`src/rtl/serial_adder_ctrl.sv`:
```
// rtl/serial_adder_ctrl.sv - bit-serial add/subtract sequencer sharing one full-adder cell
// One operand bit pair per clock, LSB first; carry held in a flop between cycles.

module fulladder (
  output logic sum,
  output logic co,
  input  logic a,
  input  logic b,
  input  logic ci
);
  assign sum = a ^ b ^ ci;
  assign co  = (a & b) | (a & ci) | (b & ci);
endmodule

module serial_adder_ctrl #(
  parameter int WIDTH = 8
) (
  input  logic             clk,
  input  logic             reset,
  input  logic             start,
  input  logic [WIDTH-1:0] a,
  input  logic [WIDTH-1:0] b,
  input  logic             ci,
  input  logic             sub,
  output logic             busy,
  output logic             done,
  output logic [WIDTH-1:0] sum,
  output logic             co,
  output logic             ovf
);
  localparam int CW = (WIDTH > 1) ? $clog2(WIDTH) : 1;

  typedef enum logic [1:0] {IDLE, RUN, DONE} state_t;

  state_t           state, state_next;
  logic [WIDTH-1:0] op_a, op_b;
  logic [WIDTH-1:0] sum_shift;
  logic             carry;
  logic [CW-1:0]    cnt;
  logic             cell_sum, cell_co;
  logic             accept, last_bit;

  fulladder u_fa (
    .sum (cell_sum),
    .co  (cell_co),
    .a   (op_a[0]),
    .b   (op_b[0]),
    .ci  (carry)
  );

  assign accept   = start && (state == IDLE || state == DONE);
  assign last_bit = (cnt == CW'(WIDTH - 1));

  // Result bits enter at the MSB so the LSB-first stream lands in place after WIDTH shifts.
  generate
    if (WIDTH == 1) begin : g_w1
      assign sum_shift = cell_sum;
    end else begin : g_wn
      assign sum_shift = {cell_sum, sum[WIDTH-1:1]};
    end
  endgenerate

  always_ff @(posedge clk) begin
    if (reset) begin
      state <= IDLE;
      op_a  <= '0;
      op_b  <= '0;
      carry <= 1'b0;
      cnt   <= '0;
      sum   <= '0;
      co    <= 1'b0;
      ovf   <= 1'b0;
    end else begin
      state <= state_next;
      if (accept) begin
        op_a  <= a;
        op_b  <= sub ? ~b : b;
        carry <= sub ? 1'b1 : ci;
        cnt   <= '0;
        sum   <= '0;
      end else if (state == RUN) begin
        sum   <= sum_shift;
        op_a  <= op_a >> 1;
        op_b  <= op_b >> 1;
        carry <= cell_co;
        cnt   <= cnt + CW'(1);
        if (last_bit) begin
          co  <= cell_co;
          ovf <= cell_co ^ carry;
        end
      end
    end
  end

  always_comb begin
    state_next = state;
    busy       = 1'b0;
    done       = 1'b0;
    case (state)
      IDLE: begin
        if (start) state_next = RUN;
      end
      RUN: begin
        busy = 1'b1;
        if (last_bit) state_next = DONE;
      end
      DONE: begin
        done       = 1'b1;
        state_next = start ? RUN : IDLE;
      end
      default: state_next = IDLE;
    endcase
  end
endmodule
```
`config.mk`:
```
export PLATFORM = sky130hd
export DESIGN_NAME = serial_adder_ctrl
export DESIGN_NICKNAME = d
export VERILOG_FILES = /design/src/rtl/serial_adder_ctrl.sv
export SDC_FILE = /design/constraint.sdc
export NUM_CORES = 1
export LEC_CHECK = 0
export ABC_AREA = 1
export BUFFER_PORTS_ARGS = -buffer_cell sky130_fd_sc_hd__buf_2
export CAP_MARGIN = 20
export CORE_MARGIN = 2
export CORE_UTILIZATION = 48
export DETAILED_ROUTE_END_ITERATION = 8
export PLACE_DENSITY = 0.75
export SYNTH_ARGS = -nofsm -noshare
export SYNTH_HDL_FRONTEND = slang
export SYNTH_SLANG_ARGS = --single-unit
```
`constraint.sdc`:
```
create_clock -name clk -period 1.1 [get_ports clk]
set_input_delay 0.11 -clock clk [delete_from_list [all_inputs] [get_ports clk]]
set_output_delay 0.11 -clock clk [all_outputs]
set_load 0.01 [all_outputs]
```
==> results.ini <==
[floorplanning]
core_area_um2=3003
die_w_um=59.93
floorplan.initialDensity=0.5000
rows=20
design.die.area_um2=3592
fp.dieH_um=59.93
io_pins=33

[worst_setup_path]
cpMaxStageDelayCell=dfxtp_4
critPathKind=flop to flop
max_stage_delay_ns=0.38
critPathMaxFanout=4
required_ns=1.34
crit_chain=inv_4 -> nor2_4 -> buf_4 -> buf_6 -> buf_6 -> nand2_1 -> nand2_1 -> nor2_1 -> nor2_1
r2r_setup_slack_ns=-0.11
critPathLaunchType=flop
arrival_ns=1.45
endpoint_kind=flop

[sta]
max_freq_ghz=0.8242
finalCriticalPeriod_ns=1.213
relSlewSlack=0.8191
layout_setup_ws_ns=-0.1134
rsz0062_at_grt=yes
hold_viol=0
worst_pin_slew_ns=0.2704
setup_viol=20
final_max_slew_viol_count=0
finalCritPeriodShare=1.103
finClkSkew_ns=0.02014

[synth]
yosysMostFrequentCell=nand2_1
ys_types=21
ys_top_cells_by_area=dfxtp_1, nand2_1, a21oi_1, nor2_1, inv_1
yosys_warnings=0
yosysTopAreaCellShare=0.4267
ys.flop_type=dfxtp_1
synth-edff-count=0
yosysTopAreaCell=dfxtp_1
yosys-top-cells-count=nand2_1, dfxtp_1, nor2_1, inv_1, a21oi_1
seq_area_frac_synth=0.4267
ys_seq_elements=32
netlist_instances=218
netlist_area_um2=1501
syn_area_per_cell_um2=6.887
synthArstFlopShare=0
synth_fp_nets=242

[clocking]
cts_made_buffers=5
clockBufferDepth=2
cts-root-buf=clkbuf_4
clk_latency_ns=0.35
clock-sinks=32
htree_num_levels=2
cts_tree=yes
clk_pin_slew_worst_paths_ns=0.11

[layout]
multiInputGateArea_um2=909.6
nets=302
n_antenna_cell=0
final_area_um2=2251
syn_to_final_growth_pct=49.92
nFillCells=223
drive_gt1_frac=0.4353
fin_util=0.7496
regArea_um2=650.6

[flow_run]
drv_cap=0

[placed_design]
gp_congestion=0.7328
dp_slack_ns=-0.06941
hpwl_mm=2.405
postPlaceCellArea_um2=1800
io_buffers=32

[run_status]
violations=negative setup slack
outcome=finished with violations

[grt]
grt_max_degree=15
antenna_found_initial=0
grt_pass1_vias=1352
grt_pass1_wl_mm=5.609
track_usage=0.2152
overflow=0

[min_path]
hold_path.class=primary input to flop

[detailed_routing]
dr_total_vias=1559
detail-route-antenna-nets=0
remaining_drc_errors=0
drt_wl_total_mm=4.147
wl_per_cell_um=13.33
firstDrtPassIters=4
vias_per_cell=5.013
drtIter0Drc=71

[power]
peakVddDrop_mv=0.7615
leakage_uw=0.001076
power_density_nw_per_um2=1194

==> metrics by stage <==
stage          hold slack, ns  cells  total power, uW  TNS (ns)
6_report              0.04847    311             2688    -1.274
5_1_grt               0.07339    311             2827    -2.556
4_1_cts               0.05359    305             2540   -0.3014
3_5_place_dp           0.3695    293             1734   -0.1723
3_3_place_gp           0.3673    293             1727  -0.01759
2_1_floorplan          0.2576    218             1577         0
==> final cells by class <==
class,instances,share of cell area
inverter,24,0.04447
multi-input combinational,154,0.4041
tap,33,0.01834
sequential,32,0.2890
clock buffer,7,0.02890
timing repair buffer,61,0.2151
==> critical path, delay by kind of cell (launching register included) <==
| family | cells | cell delay (ns) |
|---|---|---|
| buffers and inverters | 4 | 0.45 |
| DFF | 1 | 0.38 |
| and+or+nand+nor | 5 | 0.28 |
==> cells by family (layout without fill, tap and decap cells) <==
kind of cell | Yosys count | count (layout) | share of synthesized area
AO/OA/AOI/OAI | 31 | 31 | 0.1033
XOR/XNOR | 2 | 2 | 0.01167
adder cells (fa/ha/maj) | 3 | 3 | 0.03000
buffers and inverters | 33 | 92 | 0.1008
flip-flops | 32 | 32 | 0.4267
AND/OR/NAND/NOR | 117 | 118 | 0.3275
==> layout by cell type, fill, tap and decap left out, drive strengths merged <==
master       synthesis  final
a21oi               19     19
nand2               73     74
xor2                 2      2
nor2                27     27
fa                   1      1
or2                  1      1
nand3               12     12
dlygate4sd3          0      1
ha                   2      2
dfxtp               32     32
buf                  9     59
nor3                 4      4
o21ai               12     12
clkbuf               0      8
inv                 24     24
==> report_power, final <==
part | total, uW | leakage [uW] | internal (uW) | switching [uW]
Clock | 767 | 0.0000374 | 362 | 405
Sequential | 1280 | 0.000265 | 1230 | 52.4
Combinational | 641 | 0.000774 | 299 | 342
Total | 2690 | 0.00108 | 1890 | 800
==> sequential cells by signal, indices dropped and copies added, names as in the netlist <==
name / count
ovf: 1
carry: 1
sum: 8
state: 2
co: 1
cnt: 3
op_b: 8
op_a: 8
==> what timing repair did <==
item,CTS,global route
endpoints found under the setup margin,8,29
hold endpoints to repair,1,0
pin swaps,5,17
cloned,0,2
resized for setup,20,52
setup buffers,4,4
hold buffers,1,0
==> path summary, 6_finish.rpt <==
kind	from	to	cells after the start
worst max-delay path	state[0]$_SDFFE_PP0P_	carry$_SDFFE_PP0P_	9
worst min-delay path	a[3]	op_a[3]$_SDFFE_PP0P_	3
worst max register to register	state[0]$_SDFFE_PP0P_	carry$_SDFFE_PP0P_	9
worst min register to register	op_a[7]$_SDFFE_PP0P_	op_a[7]$_SDFFE_PP0P_	2
==> layer usage <==
metal | vias to the layer above | GRT usage | part of all wire
li1 | 797 | - | -
met5 | - | 0 | 0
met4 | 0 | 0.09524 | 0.015
met1 | 726 | 0.2503 | 0.42
met3 | 4 | 0.06494 | 0.041
met2 | 32 | 0.3618 | 0.52
No activity file was read; power rests on OpenSTA's default activity.
